===== config.mk =====
export PLATFORM = sky130hd
export DESIGN_NAME = fetch_queue
export DESIGN_NICKNAME = d
export VERILOG_FILES = /design/src/rtl/fetch_queue.sv
export SDC_FILE = /design/constraint.sdc
export NUM_CORES = 1
export LEC_CHECK = 0
export CORE_ASPECT_RATIO = 1.25
export CORE_MARGIN = 5
export CORE_UTILIZATION = 27
export DETAILED_ROUTE_END_ITERATION = 16
export MAX_ROUTING_LAYER = met4
export SETUP_SLACK_MARGIN = 0.1
export SLEW_MARGIN = 20
export SYNTH_ARGS = -nofsm -noshare
export SYNTH_HDL_FRONTEND = slang
export SYNTH_SLANG_ARGS = --single-unit

===== constraint.sdc =====
create_clock -name clk -period 7 [get_ports clk]
set_clock_uncertainty 0.15 [all_clocks]
set_input_delay 0.7 -clock clk [delete_from_list [all_inputs] [get_ports clk]]
set_output_delay 0.7 -clock clk [all_outputs]
set_load 0.01 [all_outputs]

===== src/rtl/fetch_queue.sv =====
`default_nettype none
`timescale 1ns/1ps
// +--------------------------------------------------------------------------+
// | fetch_queue : in-order instruction fetch front end with a PC/inst FIFO    |
// | Rev 1.0                                                                  |
// +--------------------------------------------------------------------------+
module fetch_queue #(
  parameter int          DEPTH    = 4,
  parameter logic [31:0] RESET_PC = 32'h0000_0000
) (
  input  logic                     clk,
  input  logic                     rst,
  output logic                     imem_req,
  output logic [31:0]              imem_addr,
  input  logic                     imem_gnt,
  input  logic                     imem_rvalid,
  input  logic [31:0]              imem_rdata,
  input  logic                     redirect_valid,
  input  logic [31:0]              redirect_pc,
  output logic                     out_valid,
  input  logic                     out_ready,
  output logic [31:0]              out_pc,
  output logic [31:0]              out_inst,
  output logic [$clog2(DEPTH):0]   queue_count
);

  localparam int C_AW = $clog2(DEPTH);
  localparam int C_CW = C_AW + 1;
  // Drops can accumulate over back-to-back redirects, so give them headroom.
  localparam int C_DW = C_CW + 4;

  logic [31:0]     fetch_pc_q, fetch_pc_d;
  logic [31:0]     resp_pc_q,  resp_pc_d;
  logic [C_CW-1:0] live_q,     live_d;
  logic [C_DW-1:0] drop_q,     drop_d;
  logic [C_CW-1:0] count_q,    count_d;
  logic [C_AW-1:0] head_q,     head_d;
  logic [C_AW-1:0] tail_q,     tail_d;

  logic [31:0] pc_mem   [DEPTH];
  logic [31:0] inst_mem [DEPTH];

  logic [C_CW:0] w_inflight;
  logic          w_accept;
  logic          w_push;
  logic          w_drop_rsp;
  logic          w_pop;
  logic          w_unused_ok;

  assign w_unused_ok = &{1'b0, redirect_pc[1:0]};

  // Credit rule: every accepted-but-kept request owns a queue slot.
  assign w_inflight = {1'b0, count_q} + {1'b0, live_q};
  assign imem_req   = !rst && !redirect_valid && (w_inflight < (C_CW+1)'(DEPTH));
  assign imem_addr  = fetch_pc_q;

  assign w_accept   = imem_req && imem_gnt;
  assign w_drop_rsp = imem_rvalid && (drop_q != '0);
  assign w_push     = imem_rvalid && (drop_q == '0) && (live_q != '0);

  assign out_valid   = (count_q != '0);
  assign w_pop       = out_valid && out_ready;
  assign out_pc      = out_valid ? pc_mem[head_q]   : 32'h0;
  assign out_inst    = out_valid ? inst_mem[head_q] : 32'h0;
  assign queue_count = count_q;

  always_comb begin
    fetch_pc_d = fetch_pc_q;
    resp_pc_d  = resp_pc_q;
    live_d     = live_q;
    drop_d     = drop_q;
    count_d    = count_q;
    head_d     = head_q;
    tail_d     = tail_q;
    if (redirect_valid) begin
      fetch_pc_d = {redirect_pc[31:2], 2'b00};
      resp_pc_d  = {redirect_pc[31:2], 2'b00};
      live_d     = '0;
      count_d    = '0;
      head_d     = '0;
      tail_d     = '0;
      drop_d     = drop_q + C_DW'(live_q)
                 - C_DW'(imem_rvalid && ((drop_q != '0) || (live_q != '0)));
    end else begin
      if (w_accept) fetch_pc_d = fetch_pc_q + 32'd4;
      if (w_push) begin
        resp_pc_d = resp_pc_q + 32'd4;
        tail_d    = tail_q + C_AW'(1);
      end
      if (w_drop_rsp) drop_d = drop_q - C_DW'(1);
      if (w_pop)      head_d = head_q + C_AW'(1);
      live_d  = live_q + C_CW'(w_accept) - C_CW'(w_push);
      count_d = count_q + C_CW'(w_push) - C_CW'(w_pop);
    end
  end

  always_ff @(posedge clk) begin
    if (rst) begin
      fetch_pc_q <= RESET_PC;
      resp_pc_q  <= RESET_PC;
      live_q     <= '0;
      drop_q     <= '0;
      count_q    <= '0;
      head_q     <= '0;
      tail_q     <= '0;
    end else begin
      fetch_pc_q <= fetch_pc_d;
      resp_pc_q  <= resp_pc_d;
      live_q     <= live_d;
      drop_q     <= drop_d;
      count_q    <= count_d;
      head_q     <= head_d;
      tail_q     <= tail_d;
    end
  end

  always_ff @(posedge clk) begin
    if (!rst && !redirect_valid && w_push) begin
      pc_mem[tail_q]   <= resp_pc_q;
      inst_mem[tail_q] <= imem_rdata;
    end
  end

  // A response with nothing outstanding means the memory broke protocol.
  always_ff @(posedge clk) begin
    if (!rst && imem_rvalid) begin
      assert ((live_q != '0) || (drop_q != '0))
        else $error("fetch_queue: imem_rvalid with no outstanding request");
    end
  end

endmodule
`default_nettype wire


# Word level (Yosys, flattened, before mapping)
# Memories as Yosys holds them, arrays and structs flattened. A register that Yosys moved wholly into a read port is not among the register bits.
# Index checks and enable logic that the tools add are counted.
totals:
  reg_bits: 81
  mem_count: 2
  ram_bits: 256
mem_list:
  columns: ["name", "words", "width", "rd", "rd_clocked_by_memory_dff", "write_ports", "line", "source"]
  rows:
  - ["inst_mem", 4, 32, 1, 1, 1, "41", "logic [31:0] inst_mem [DEPTH];"]
  - ["pc_mem", 4, 32, 1, 1, 1, "40", "logic [31:0] pc_mem [DEPTH];"]
op_classes:
  magnitude_cmp: 1
  n_reduce_logical: 20
  n_mux: 14
  n_addsub: 12
op_table:
  columns: ["operator", "count"]
  rows:
  - ["2-to-1 mux 32 bit", 6]
  - ["adder 32 x 3 -> 32 bit, second input constant", 2]
  - ["2-to-1 mux 7 bit", 2]
  - ["logical AND 1 bit", 9]
  - ["2-to-1 mux 2 bit", 4]
  - ["adder 7 x 3 -> 7 bit", 1]
  - ["logical NOT 7 bit", 1]
  - ["nonzero test 7 bit", 1]
  - ["subtractor 7 x 1 -> 7 bit", 1]
  - ["subtractor 7 x 1 -> 7 bit, second input constant", 1]
  - ["adder 3 x 1 -> 3 bit", 2]
  - ["nonzero test 2 bit", 3]
  - ["nonzero test 3 bit", 2]
  - ["subtractor 3 x 1 -> 3 bit", 2]
  - ["adder 2 x 1 -> 2 bit, second input constant", 2]
  - ["adder 3 x 3 -> 4 bit", 1]
  - ["less-than comparator 4 x 3 -> 1 bit, second input constant", 1]
  - ["logical NOT 1 bit", 2]
  - ["2-to-1 mux 1 bit", 2]
  - ["OR reduction 2 bit", 1]
  - ["logical OR 1 bit", 1]

# Logic depth before layout (Yosys ltp)
# Gate-level depths: netlist of the first run.
depth:
  depth_word: 6
  ltp_mapped: 14
  ltp_nobuf: 14

# Worst setup path before layout of the first run
# OpenSTA, ideal clock, no wires.
synth_timing:
  path_type: "register -> register"
  from: "register drop_q[4]"
  to: "register drop_q[6]"
  stages_incl_launch_ff: 15
  setup_time_ps: 121
  path_slack_ps: 3490
  required_time_ps: 6729
  t_arrival_ps: 3240
  path_cell_list: "dfxtp_1 > inv_1 > ha_1 > nor4b_4 > nand2_1 > o21a_1 > ha_1 > inv_1 > ha_1 > fa_1 > a21o_1 > a2111oi_0 > xnor2_1 > a21oi_1 > mux2_2"
synth_between:
  elab_chain_cells: 5
  word_cells_on_any_way: 10
synth_lines:
  columns: ["element", "line", "source"]
  rows:
  - ["start, declared", "35", "logic [C_DW-1:0] drop_q, drop_d;"]
  - ["start signal, assigned", "110", "drop_q <= drop_d;"]
  - ["parallel branches: the longest is 5 deep, another holds adder 7 x 3 -> 7 bit", null, null]
# Several ways; the timed one is not identified. The select of a mux whose other input is x is not followed.
# A chain may end at the register's enable or synchronous reset.

==> out/summary.txt, run 1 <==
Synth cell types -> 68
Crit Reg-Reg Endpoint -> drop_q[6]
main combinational cell family by area after synthesis -> simple AND/OR/NAND/NOR gates
routability cong. -> 0.803
post_cts resized -> 0
critical path startpoint category -> flop
xor and xnor area share after synthesis -> 2.03%
WHS Path Cells -> 2
commonest non-fill, non-tap cell in the layout -> edfxtp_1
Async SR Flop Fraction -> 0%
core outline area -> 0.0523 mm2
DRT antenna net count -> 0
detailed placement HPWL -> 23100 um
TritonCTS clock tree -> done
Final #Nets -> 1256
synthesis-to-finish area growth -> 24.0%
met1 WL -> 15500 um
via count -> 8919
utilization after layout -> 33.6%
Max Buffers Root-to-Sink -> 3
Initial DRC Count -> 564
Post-CTS Hold Buffers -> 0
Synth Area in Simple Gates -> 11.7%
# fillers -> 5152
R2R setup slack -> 3.08 ns
Wirelength per Cell -> 19.5 um
Synth Area in Compound Gates -> 6.74%
Comb pwr share -> 10.2%
worst min-delay path category -> flop to flop
die area -> 0.0573 mm2
Slew Viols, Final -> 0
Crit Reg-Reg Startpoint -> drop_q[5]
Power Internal -> 3.34 mW
switching pwr -> 1.06 mW
initial antenna violation count -> 1
f_max -> 238 MHz
IO Count -> 171
CTS H-Tree Depth -> 2
post-synthesis cell count -> 999
port bufs -> 164
root buffer cell -> clkbuf_16
WHS Endpoint -> tail_q[1]
Worst-path clk slew -> 0.06 ns
most frequent cells in the layout -> edfxtp_1 (248), clkdlybuf4s50_1 (162), dfxtp_1 (77), and2_1 (69), mux4_2 (62)
vias in the first global route -> 9316
Seq/Total Area, Yosys -> 63.6%
worst path arrival time -> 3.35 ns
Clock power frac -> 40.2%
mux cell area share after synthesis -> 10.3%
Leak -> 5.63 nW
Fin Setup TNS -> 0 ns
clock sinks -> 327
setup violators final -> 0
syn avg cell area -> 14.2 um2
worst vdd ir -> 130 uV
Final Critical Period -> 4.20 ns
grt total ovfl -> 0
GRT Overall Usage -> 12.8%
largest net degree at the start of global routing -> 65
drt total wl -> 36200 um
Worst Reg-to-Reg Cells -> 14
Die H -> 266 um
chip width -> 215 um
global-route wire length before repair -> 55500 um
Post-route DRC -> 0
Tightest Pin Transition -> 1.08 ns
Met2 Routed Length -> 17700 um
Mapped Area -> 0.0142 mm2
YS warnings -> 0
Clock Latency Late Sink -> 0.55 ns
Crit. End Element -> output port
FF+latch count, synth -> 327
Post-synth EDFFs -> 248
Tot Pwr -> 4.41 mW
max_slew headroom -> 28.1%
share of post-route cells with drive strength above 1 -> 12.0%
period utilisation layout -> 60.0%
RSZ-0062 raised after global routing -> false
FP Rows -> 94
Synth Area in Adders -> 2.71%
run status -> finished clean
Setup CP Type -> flop to output port
Max-cap violations -> 0
Critical Path RT -> 6.15 ns
Seq pwr share -> 49.6%
Hold Crit Start -> tail_q[1]
final hold vios -> 0
Starting Density -> 27.1%
met3 routed WL -> 2010 um
total CTS buffers -> 35
Net Sw Frac -> 24.1%
setup bufs post-CTS -> 0
top layer in use -> met4
CP max FO -> 40
ys flop type -> edfxtp_1
Power Dens Cells -> 250 mW/mm2
Vias/cell -> 4.82
1st-pass router iterations -> 5
-- power groups by stage --
stage / Combinational, mW / Sequential [mW] / Clock, mW
after floorplan: 0.297 / 2.21 / 0
after global placement: 0.442 / 2.22 / 0
after detailed placement: 0.450 / 2.23 / 0
after CTS: 0.453 / 2.19 / 1.84
after global routing: 0.500 / 2.19 / 1.91
final: 0.449 / 2.19 / 1.77
-- worst max path at each step --
stage | from | end | slack (ns) | cells after the start
final | flop | out_inst[21] | 2.80 | 4
after global placement | imem_rvalid | drop_q[6] | 3.03 | 11
after floorplan | drop_q[4] | drop_q[6] | 3.49 | 14
after detailed placement | imem_rvalid | drop_q[6] | 3.02 | 11
after global routing | flop | out_inst[21] | 2.49 | 4
after CTS | flop | out_inst[21] | 2.61 | 4
-- cells by family after synthesis --
| group | Yosys count |
|---|---|
| multiplexers | 68 |
| flip-flops | 327 |
| AO/OA/AOI/OAI | 139 |
| other | 1 |
| adder cells (fa/ha/maj) | 29 |
| AND/OR/NAND/NOR | 301 |
| buffers and inverters | 101 |
| XOR/XNOR | 33 |
-- metrics by stage --
stage | cell area [um2] | hold WS (ns) | setup slack (ns) | instances
4_1_cts | 17600 | 0.350 | 2.61 | 1851
3_3_place_gp | 16500 | 0.327 | 3.03 | 1792
2_1_floorplan | 14200 | 0.310 | 3.49 | 1002
5_1_grt | 17600 | 0.409 | 2.49 | 1852
3_5_place_dp | 16500 | 0.341 | 3.02 | 1792
6_report | 17600 | 0.349 | 2.80 | 1852
-- sequential cells by signal, summed over array words and instances, names as in the netlist, named ones only --
name         flops
queue_count      3
tail_q           2
resp_pc_q       30
inst_mem       128
drop_q           7
pc_mem         120
imem_addr       30
head_q           2
live_q           3
-- synth_stat cells, drive strengths merged, types with 14 or more instances --
cell      n  area, um2
a21boi   15        113
a21oi    31        155
a31oi    14       87.6
and2     69        432
and3     14       87.6
buf      19        111
clkbuf   35        131
dfxtp    79       1580
edfxtp  248       7450
ha       26        325
inv      46        173
mux4     62       1400
nand2    59        221
nand3    33        170
nand4    21        131
nor2     34        128
nor3     26        130
o21ai    16       80.1
xnor2    24        210
-- metal layers --
metal	up-vias	GRT usage [%]
li1	4135	-
met1	4476	15.7
met2	243	21.2
met3	65	2.99
met4	0	3.96
met5	-	-
-- worst max-delay path, stage by stage (launching register included) --
cell and delay (ns):
dfxtp_4 0.94, buf_4 0.58, mux4_2 0.62, and2_1 0.18, clkdlybuf4s50_1 0.47
-- cell type report --
cell class                      count  area, um2  area share [%]
Timing Repair Buffer              172       1690            9.61
Sequential cell                   327       9040            51.3
Multi-Input combinational cell    574       4800            27.2
Clock inverter                     17        164           0.931
Antenna cell                        1       2.50          0.0142
Inverter                           47        176            1.00
Tap cell                          672        841            4.77
Clock buffer                       42        902            5.12
(Power assumes the default switching activity.)
==> inputs of run 2 (changes only) <==
clock period = 4.2 ns   (was 7 ns; I/O delays follow)
==> run 2 against run 1 <==
Compared with the run above: die area stayed put; sequential power is 66% higher; combinational power is 68% higher; global-route usage is 0.38 points lower; total power is 67% higher; clock power is 68% higher; first-iteration DRC count is 15% lower; register-to-register slack worse by 2.7 ns; critical path depth is 10 higher; setup slack worse by 2.4 ns.
==> out/summary.txt, run 2 (synthesis gave the netlist of run 1 again) <==
port bufs -> 164 (unchanged)
critical path startpoint category -> flop (unchanged)
vias in the first global route -> 9052 (was 9316)
final worst slack -> 0.414 ns (was 2.80 ns)
largest net degree at the start of global routing -> 64 (was 65)
period utilisation layout -> 90.1%
commonest non-fill, non-tap cell in the layout -> edfxtp_1 (unchanged)
global-route wire length before repair -> 54200 um (was 55500 um)
Starting Density -> 27.1% (unchanged)
FP Rows -> 94 (unchanged)
Final #Nets -> 1273 (was 1256)
Leak -> 5.76 nW (was 5.63 nW)
most flop-heavy register -> inst_mem (unchanged)
Worst Reg-to-Reg Cells -> 14 (unchanged)
share of post-route cells with drive strength above 1 -> 13.2% (was 12.0%)
chip width -> 215 um (unchanged)
Crit Reg-Reg Startpoint -> drop_q[5] (unchanged)
via count -> 8878 (was 8919)
IO Count -> 171 (unchanged)
Fin Hold WS -> 0.135 ns (was 0.349 ns)
routability cong. -> 0.841 (was 0.803)
f_max -> 264 MHz
worst path arrival time -> 4.07 ns (was 3.35 ns)
root buffer cell -> clkbuf_16 (unchanged)
Place WS -> 0.301 ns (was 3.02 ns)
Crit path top cell by count -> ha_1
cell family with most CP delay -> adder cells (was buffers and inverters)
total CTS buffers -> 35 (unchanged)
worst min-delay path category -> input pin to flop (was flop to flop)
cell depth of the worst setup path -> 14 (was 4)
Tightest Pin Transition -> 0.918 ns (was 1.08 ns)
RSZ-0062 raised after global routing -> false (unchanged)
Worst-path clk slew -> 0.06 ns (about the same)
run status -> finished clean (unchanged)
Final Instance Count excl. Fillers -> 1871 (was 1852)
# fillers -> 5077 (was 5152)
CP max FO -> 6 (was 40)
post-route cell area -> 0.0178 mm2 (was 0.0176 mm2)
detailed placement HPWL -> 24000 um (was 23100 um)
max incr delay on CP -> 0.49 ns (was 0.94 ns)
DRT antenna net count -> 0 (unchanged)
most frequent cells in the layout -> edfxtp_1 (248), clkdlybuf4s50_1 (162), dfxtp_1 (77), and2_1 (69), mux4_2 (62) (unchanged)
worst vdd ir -> 216 uV (was 130 uV)
Crit Reg-Reg Endpoint -> drop_q[6] (unchanged)
CP cell instances -> inv_1 > ha_1 > nor4b_4 > nand2_1 > o21a_1 > ha_1 > inv_1 > ha_1 > fa_1 > a21o_1 > a2111oi_1 > xnor2_1 > a21oi_1 > mux2_2 (was buf_4 > mux4_2 > and2_1 > clkdlybuf4s50_1)
Post-CTS Hold Buffers -> 0 (unchanged)
1st-pass router iterations -> 4 (was 5)
max reg flops -> 128 (unchanged)
GRT Overall Usage -> 12.4% (was 12.8%)
drt total wl -> 35400 um (was 36200 um)
Buf/Inv on CP -> 2 (unchanged)
Max Buffers Root-to-Sink -> 3 (unchanged)
core outline area -> 0.0523 mm2 (unchanged)
CTS H-Tree Depth -> 2 (unchanged)
Crit. End Element -> flop (was output port)
Final Critical Period -> 3.79 ns
setup violators final -> 0 (unchanged)
grt total ovfl -> 0 (unchanged)
max_slew headroom -> 38.6% (was 28.1%)
Die H -> 266 um (unchanged)
synthesis-to-finish area growth -> 25.6% (was 24.0%)
final hold vios -> 0 (unchanged)
Fin Setup TNS -> 0 ns (unchanged)
Post-route DRC -> 0 (unchanged)
Regs by FF count -> inst_mem x128, pc_mem x120 (unchanged)
DP Area -> 0.0167 mm2 (was 0.0165 mm2)
Initial DRC Count -> 477 (was 564)
Setup CP Type -> flop to flop (was flop to output port)
Power Dens Cells -> 414 mW/mm2 (was 250 mW/mm2)
crit path launch -> drop_q[5]
Slowest cell on crit path -> a2111oi_1 (was dfxtp_4)
Wirelength per Cell -> 18.9 um (was 19.5 um)
TritonCTS clock tree -> done (unchanged)
Critical Path RT -> 4.48 ns (was 6.15 ns)
Slew Viols, Final -> 0 (unchanged)
clock sinks -> 327 (unchanged)
Max-cap violations -> 0 (unchanged)
Vias/cell -> 4.75 (was 4.82)
R2R setup slack -> 0.41 ns (was 3.08 ns)
Clock Latency Late Sink -> 0.54 ns (was 0.55 ns)
CP Capture Point -> drop_q[6] (was out_inst[21])
die area -> 0.0573 mm2 (unchanged)
DP Cell Count -> 1809 (was 1792)
initial antenna violation count -> 1 (unchanged)
-- run 2: changes by cell type in the layout (fill, tap and decap cells not counted), sizes merged --
cell      delta
clkinvlp     -1
buf         +17
clkinv       +4
inv          -4
clkbuf       +3
-- run 2: what timing repair did --
action	4_1_cts	5_1_grt
setup buffers	0	0
gates resized for setup	0	1
setup endpoints to repair	0	1
-- run 2: worst min path at each step --
stage / startpoint / to / slack [ns] / depth (start not counted)
3_5_place_dp: tail_q[1] / tail_q[1] / 0.34 / 2
4_1_cts: redirect_valid / resp_pc_q[18] / 0.10 / 2
5_1_grt: redirect_valid / resp_pc_q[18] / 0.15 / 2
2_1_floorplan: resp_pc_q[31] / pc_mem[0][31] / 0.31 / 0
6_report: redirect_valid / resp_pc_q[18] / 0.14 / 2
3_3_place_gp: tail_q[1] / tail_q[1] / 0.33 / 2
-- run 2: metrics by stage --
step | utilization (%) | power (mW)
2_1_floorplan | - | 4.18
3_3_place_gp | 32.0 | 4.45
3_5_place_dp | 32.0 | 4.46
4_1_cts | 34.1 | 7.48
5_1_grt | 34.1 | 7.71
6_report | 34.1 | 7.38
-- run 2: per-layer routing --
layer | part of all wire [%] | track usage, % | up-vias
met1 | 44 | 15.6 | 4403
li1 | - | - | 4177
met2 | 49 | 20.4 | 250
met5 | 0 | - | -
met3 | 5.7 | 2.82 | 48
met4 | 2.1 | 3.39 | 0
-- run 2: cell type report --
class | instances | area (um2) | share of cell area, %
antenna | 1 | 2.50 | 0.0140
clock buffer | 45 | 956 | 5.36
multi-input combinational | 574 | 4800 | 26.9
timing repair buffer | 189 | 1880 | 10.5
clock inverter | 16 | 148 | 0.828
sequential | 327 | 9030 | 50.6
tap | 672 | 841 | 4.71
inverter | 47 | 176 | 0.989
-- run 2: report_power, final --
part | switching (mW) | internal [mW] | leakage (nW)
Clock | 1.24 | 1.74 | 0.531
Combinational | 0.388 | 0.367 | 2.32
Sequential | 0.0988 | 3.54 | 2.90
Total | 1.73 | 5.65 | 5.76
-- run 2: worst register-to-register path: stages (launching register included) --
cell       delay (ns)
dfxtp_1          0.30
inv_1            0.15
ha_1             0.20
nor4b_4          0.34
nand2_1          0.10
o21a_1           0.19
ha_1             0.26
inv_1            0.04
ha_1             0.21
fa_1             0.42
a21o_1           0.21
a2111oi_1        0.49
xnor2_1          0.12
a21oi_1          0.17
mux2_2           0.34
